--- src/rtl/mul_op_master.sv ---
// ----------------------------------------------------------------------------
// mul_op_master
//
// Initiator side of the multiplier control handshake. It accepts one operand
// pair over a valid/ready request port, strobes op_start, and then waits for
// op_done. The wait is bounded by a timeout and can be cut short by a
// software abort. Whatever the outcome, it pulses op_clear so that the
// multiplier returns to its start state. It then presents the product, an
// error code and the number of WAIT cycles on a valid/ready response port.
//
// Ports
//   clk, reset_n            clock (rising edge), asynchronous active-low reset
//   req_valid/req_ready     request handshake; req_a, req_b operands
//   abort                   software abort, only honoured in WAIT
//   rsp_valid/rsp_ready     response handshake
//   rsp_result              captured product (0 on error)
//   rsp_err                 00 ok, 01 timeout, 10 abort
//   rsp_cycles              WAIT cycles counted until the operation exited
//   op_start/op_clear       one-cycle strobes to the multiplier
//   mul_a/mul_b             operands, held from START until the response
//                           handshake completes
//   op_done/mul_result      multiplier completion and product
//   busy                    high in every state except IDLE
// ----------------------------------------------------------------------------
module mul_op_master #(
    parameter int WIDTH   = 32,
    parameter int TIMEOUT = 40,
    parameter int CNT_W   = 6
) (
    input  logic                 clk,
    input  logic                 reset_n,
    input  logic                 req_valid,
    output logic                 req_ready,
    input  logic [WIDTH-1:0]     req_a,
    input  logic [WIDTH-1:0]     req_b,
    input  logic                 abort,
    output logic                 rsp_valid,
    input  logic                 rsp_ready,
    output logic [2*WIDTH-1:0]   rsp_result,
    output logic [1:0]           rsp_err,
    output logic [CNT_W-1:0]     rsp_cycles,
    output logic                 op_start,
    output logic                 op_clear,
    output logic [WIDTH-1:0]     mul_a,
    output logic [WIDTH-1:0]     mul_b,
    input  logic                 op_done,
    input  logic [2*WIDTH-1:0]   mul_result,
    output logic                 busy
);

    typedef enum logic [2:0] {
        IDLE  = 3'd0,
        START = 3'd1,
        WAIT  = 3'd2,
        CLEAR = 3'd3,
        RESP  = 3'd4
    } state_t;

    localparam logic [1:0]       ERR_OK      = 2'b00;
    localparam logic [1:0]       ERR_TIMEOUT = 2'b01;
    localparam logic [1:0]       ERR_ABORT   = 2'b10;
    localparam logic [CNT_W-1:0] CNT_MAX     = '1;
    localparam logic [CNT_W-1:0] CNT_ONE     = CNT_W'(1);
    localparam logic [CNT_W-1:0] CNT_LAST    = CNT_W'(TIMEOUT - 1);

    state_t               state_reg, state_next;
    logic [CNT_W-1:0]     cnt_reg;
    logic [WIDTH-1:0]     mul_a_reg, mul_b_reg;
    logic [2*WIDTH-1:0]   result_reg;
    logic [1:0]           err_reg;
    logic [CNT_W-1:0]     cycles_reg;

    logic                 wait_exit;
    logic [1:0]           exit_err;

    // Next-state and WAIT exit decode. Priority in WAIT: abort, then
    // op_done, then timeout. So an op_done that lands on the last allowed
    // cycle still counts as a success.
    always_comb begin
        state_next = state_reg;
        wait_exit  = 1'b0;
        exit_err   = ERR_OK;
        case (state_reg)
            IDLE: begin
                if (req_valid) begin
                    state_next = START;
                end
            end
            START: begin
                state_next = WAIT;
            end
            WAIT: begin
                if (abort) begin
                    wait_exit = 1'b1;
                    exit_err  = ERR_ABORT;
                end else if (op_done) begin
                    wait_exit = 1'b1;
                    exit_err  = ERR_OK;
                end else if (cnt_reg == CNT_LAST) begin
                    wait_exit = 1'b1;
                    exit_err  = ERR_TIMEOUT;
                end
                if (wait_exit) begin
                    state_next = CLEAR;
                end
            end
            CLEAR: begin
                state_next = RESP;
            end
            RESP: begin
                if (rsp_ready) begin
                    state_next = IDLE;
                end
            end
            default: begin
                state_next = IDLE;
            end
        endcase
    end

    // The state register and the datapath are reset together. A reset in
    // the middle of an operation simply drops it. No op_clear is sent,
    // because the multiplier is reset by the same reset_n.
    always_ff @(posedge clk or negedge reset_n) begin
        if (!reset_n) begin
            state_reg  <= IDLE;
            cnt_reg    <= '0;
            mul_a_reg  <= '0;
            mul_b_reg  <= '0;
            result_reg <= '0;
            err_reg    <= ERR_OK;
            cycles_reg <= '0;
        end else begin
            state_reg <= state_next;
            case (state_reg)
                IDLE: begin
                    if (req_valid) begin
                        mul_a_reg <= req_a;
                        mul_b_reg <= req_b;
                    end
                end
                START: begin
                    cnt_reg <= '0;
                end
                WAIT: begin
                    if (cnt_reg != CNT_MAX) begin
                        cnt_reg <= cnt_reg + CNT_ONE;
                    end
                    if (wait_exit) begin
                        err_reg    <= exit_err;
                        result_reg <= (exit_err == ERR_OK) ? mul_result : '0;
                        // The exit cycle itself counts as a WAIT cycle.
                        // cnt_reg never exceeds TIMEOUT-1 here, so this
                        // cannot wrap.
                        cycles_reg <= cnt_reg + CNT_ONE;
                    end
                end
                RESP: begin
                    if (rsp_ready) begin
                        mul_a_reg <= '0;
                        mul_b_reg <= '0;
                    end
                end
                default: begin
                end
            endcase
        end
    end

    // Handshake and strobe outputs come straight from the state register,
    // so they are glitch-free and mutually exclusive.
    assign req_ready  = (state_reg == IDLE);
    assign op_start   = (state_reg == START);
    assign op_clear   = (state_reg == CLEAR);
    assign rsp_valid  = (state_reg == RESP);
    assign busy       = (state_reg != IDLE);
    assign mul_a      = mul_a_reg;
    assign mul_b      = mul_b_reg;
    assign rsp_result = result_reg;
    assign rsp_err    = err_reg;
    assign rsp_cycles = cycles_reg;

endmodule

--- config.mk ---
export PLATFORM = sky130hd
export DESIGN_NAME = mul_op_master
export DESIGN_NICKNAME = d
export VERILOG_FILES = /design/src/rtl/mul_op_master.sv
export SDC_FILE = /design/constraint.sdc
export NUM_CORES = 1
export LEC_CHECK = 0
export ABC_AREA = 1
export CAP_MARGIN = 20
export CORE_MARGIN = 2
export CORE_UTILIZATION = 46
export CTS_CLUSTER_SIZE = 14
export DETAILED_ROUTE_END_ITERATION = 7
export PLACE_DENSITY = 0.86
export SETUP_SLACK_MARGIN = 0.02
export SLEW_MARGIN = 10
export SYNTH_ARGS = -nofsm -noshare
export SYNTH_HDL_FRONTEND = slang
export SYNTH_SLANG_ARGS = --single-unit
--- constraint.sdc ---
create_clock -name clk -period 2.2 [get_ports clk]
set_input_delay 0.44 -clock clk [delete_from_list [all_inputs] [get_ports clk]]
set_output_delay 0.44 -clock clk [all_outputs]
set_load 0.05 [all_outputs]
Word-level counts from Yosys, hierarchy flattened
Index checks and enable logic that the tools add are counted.
{ "totals": {"regBits": 145, "input_bits": 134, "output_inout_bits": 141, "word_cells": 48} }
{ "classes": {"addsub": 1, "eq_ne": 10, "muxes": 21, "reduce_logical": 9} }
{ "ops": {"columns": ["operator", "count"], "rows": [
  ["$pmux 32 s2", 2],
  ["$mux 32", 3],
  ["$mux 64", 1],
  ["$pmux 3 s5", 1],
  ["$pmux 6 s2", 1],
  ["$mux 3", 3],
  ["$mux 1", 7],
  ["$add 6x1->6 const B", 1],
  ["$eq 3x2->1 const B", 2],
  ["$eq 6x6->1 const B", 1],
  ["$mux 6", 1],
  ["$ne 6x6->1 const B", 1],
  ["$reduce_and 3->1", 2],
  ["$mux 2", 2],
  ["$ne 2x1->1 const B", 2],
  ["$ne 2x2->1 const B", 2],
  ["$reduce_and 2->1", 2],
  ["$reduce_bool 2->1", 2],
  ["$eq 3x1->1 const B", 1],
  ["$eq 3x3->1 const B", 1],
  ["$logic_not 3->1", 1],
  ["$reduce_bool 3->1", 1],
  ["$logic_not 2->1", 1]
]} }

Logic depth before layout (Yosys ltp)
{ "logic_depth": {"word_depth": 7, "mapped_depth": 9, "depth_no_buf": 8} }

Worst setup path after synthesis
Ideal clock, no wire load.
{ "synth_timing": {"kind": "register to output", "start": "register state_reg[0]", "end": "output port busy", "arrival_ns": 1.708, "required_time_ns": 1.760, "path_slack_ns": 0.052, "path_stages_with_launch": 5, "path_buffers": 0, "cell_sequence": "dfrtp_1 inv_1 nand2_1 nor2_1 inv_1"} }
{ "synth_via": {"elab_chain_len": 1} }
{ "synth_rtl": {"columns": ["item", "line", "source"], "rows": [
  ["start, declared", "66", "state_t state_reg, state_next;"],
  ["start signal, assigned", "134", "state_reg <= state_next;"],
  ["$reduce_bool 3->1", "176", "assign busy = (state_reg != IDLE);"],
  ["end, declared", "48", "output logic busy"]
]} }
Every way passes these cells.

Worst setup path in the final report
{ "layout_timing": {"start": "register result_reg[5] (netlist: rsp_result[5])", "end": "output port rsp_result[5]"} }
{ "layout_lines": {"columns": ["item", "line", "source"], "rows": [
  ["start, declared", "69", "logic [2*WIDTH-1:0] result_reg;"],
  ["start signal, assigned", "151", "result_reg <= (exit_err == ERR_OK) ? mul_result : '0;"],
  ["end, declared", "39", "output logic [2*WIDTH-1:0] rsp_result,"]
]} }
No word-level cell between the ends.

==> flow_summary.toml <==
[logic_synthesis]
synth-edff-count = 0
synth_area_um2 = 6310
syn_nets = 816
ys_warn_count = 0
synth_async_sr_flop_share_pct = 100
avgSynthCellArea_um2 = 9.27
synth_top_area_share_pct = 57.5
synth_ff_type = "dfrtp_1"
synth_commonest_cells = "nand2_1, dfrtp_1, nand4_1, o21ai_1, buf_6"
synth_top_cell_by_area = "dfrtp_1"
syn_inst = 681
yosysSeqAreaShare_pct = 57.5
synth.most_common_cell = "nand2_1"
ys_types = 28
synth-seq-cells = 145
netlist_top_cells_area = "dfrtp_1, nand2_1, nand4_1"

[setup_path]
cp-start-kind = "register"
crit_type = "reg2out"
cp.depth = 1
rrSetupSlack_ps = 530
cp_top_family = "buffers and inverters"
slowest_stage = "clkdlybuf4s50_1"
critPathRequiredTime_ps = 1760
path_max_fanout = 2
worstSetupEndpointType = "output pin"
regToRegEndpoint = "rsp_result[33]"
cpPeakStageDelay_ps = 880
crit_chain = "clkdlybuf4s50_1"
rr_worst_depth = 8
r2r_start = "cnt_reg[0]"
critical_path_arrival_ps = 1650
crit_buf_inv = 1

[placement]
port_buffers = 274
placed_cells = 1096
place.detailed.hpwl_um = 12700
globalplace.congestion = 0.856

[floorplanning]
core-area_um2 = 13300
die_h_um = 121
die-area_um2 = 14700
die_x_um = 121
fp-row-count = 42
initial_utilization_pct = 47.5
io_pins = 275

[routing]
post_drt_wl_per_cell_um = 16.1
first_iter_violations = 492
firstDrtPassIters = 5
vias = 5762
ant_nets = 0
drt-total-wl_um = 18200
viasPerCell = 5.11
drc_errors = 0

[grt]
grt_first_pass_wirelength_um = 29200
grt_pass1_vias = 5750
antenna_found_initial = 0
grt_overflow = 0
grt_use_total_pct = 25.6
grt_max_degree = 73

[clock_tree]
cts_htree_levels = 4
clk_pin_slew_ps = 60
cts_tree = "done"
post_cts_buffers = 0
insertion_delay_ps = 420
clk_path_buf_depth = 2
cts_sinks = 145
cts_root_buf = "clkbuf_16"
cts_buffers = 17

[layout]
final_util_pct = 72.6
largest_reg_flops = 64
drive_gt1_share_pct = 9.66
multi_input_area_um2 = 2210
nFillCells = 978
final_cells = 1128
finalNetCount = 1075
seq_area_um2 = 3630
area_delta_synth_final_pct = 53.0
antenna_cells = 0

[power_and_ir_drop]
ir_drop_mv = 0.977
p_leak_nw = 4.67
powerDensity_nw_per_um2 = 1760

[min_path]
hp-class = "in2async"

[timing]
setup_violations = 0
hold_violations = 0
report.final.slew_viol_count = 0
relSlewSlack_pct = 53.9
fmax_mhz = 479
finalSetupTns_ps = 0
finClkSkew_ps = 6.56
rsz0062_at_grt = "no"
hold_slack_ps = 467
tightest_slew_ps = 692
min_period_ps = 2090
fin_crit_sh_pct = 95.0

[run_status]
status = "finished, final reports clean"

[flow_run]
maxCapViolations = 0
[worst max path at each step]
| stage | end | startpoint | slack, ps |
|---|---|---|---|
| global route | rsp_result[5] | rsp_result[5] | 60 |
| CTS | rsp_result[5] | rsp_result[5] | 80 |
| floorplan | busy | state_reg[0] | 50 |
| global placement | mul_a[5] | req_valid | 360 |
| finish | rsp_result[5] | rsp_result[5] | 110 |
| detailed placement | rsp_result[52] | abort | 300 |
[timing repair]
action | in CTS | in global routing
hold endpoints to repair | 23 | 0
hold buffers | 1 | 0
gates resized for setup | 0 | 0
[power by group]
group	switching (mW)	total [mW]	internal, mW
sequential	0.668	4.48	3.81
combinational	6.65	9.67	3.03
clock	1.08	2.88	1.80
[cells in the final DEF (no fill, tap or decap)]
cell / instances
nand3_4: 1
nand2_8: 1
buf_2: 1
nand2_4: 1
nand3_2: 1
a21oi_1: 1
ha_1: 1
buf_6: 1
inv_2: 2
buf_4: 11
clkbuf_1: 3
o21ai_2: 20
nand3_1: 12
nand2_2: 13
dfrtp_1: 145
o21ai_0: 5
buf_12: 8
clkbuf_16: 17
nor2_1: 6
clkinv_2: 4
nor2_4: 1
clkdlybuf4s50_1: 267
clkinv_4: 3
nor2_2: 1
inv_4: 1
clkbuf_8: 1
nand3b_2: 1
nand4_1: 65
nand2_1: 292
dlygate4sd3_1: 1
inv_1: 16
bufinv_16: 3
nor3_1: 1
o21ai_1: 44
xor2_1: 1
[logic make-up after synthesis]
family	count (synthesis)	share of synthesized area [%]
simple gates	396	27.7
fa+ha+maj	1	0.198
flops	145	57.5
xor+xnor	1	0.139
compound gates	70	6.74
buf+inv	68	7.71
[routing by layer]
metal	vias to the layer above	share of wire [%]	wire [µm]	GRT usage, %
li1	2750	-	-	-
met1	2703	38	6940	29.5
met2	268	48	8750	42.6
met3	41	11	2090	10.9
met4	0	2.3	421	9.48
met5	-	0	0	0
[area by class of cell]
class,instances,share of cell area (%)
multi-input combinational,468,22.8
timing repair buffer,289,30.5
tap,176,2.28
sequential,145,37.6
inverter,19,0.764
clock inverter,10,1.41
clock buffer,21,4.66
[metrics by stage]
stage | setup slack [ps] | power [mW] | cell area (µm²)
finish | 111 | 17.0 | 9660
global route | 63.4 | 18.0 | 9660
CTS | 84.5 | 17.2 | 9660
detailed placement | 301 | 14.2 | 9060
global placement | 355 | 14.0 | 9060
floorplan | 51.8 | 11.2 | 6310
Power figures use the tool's default switching activity.
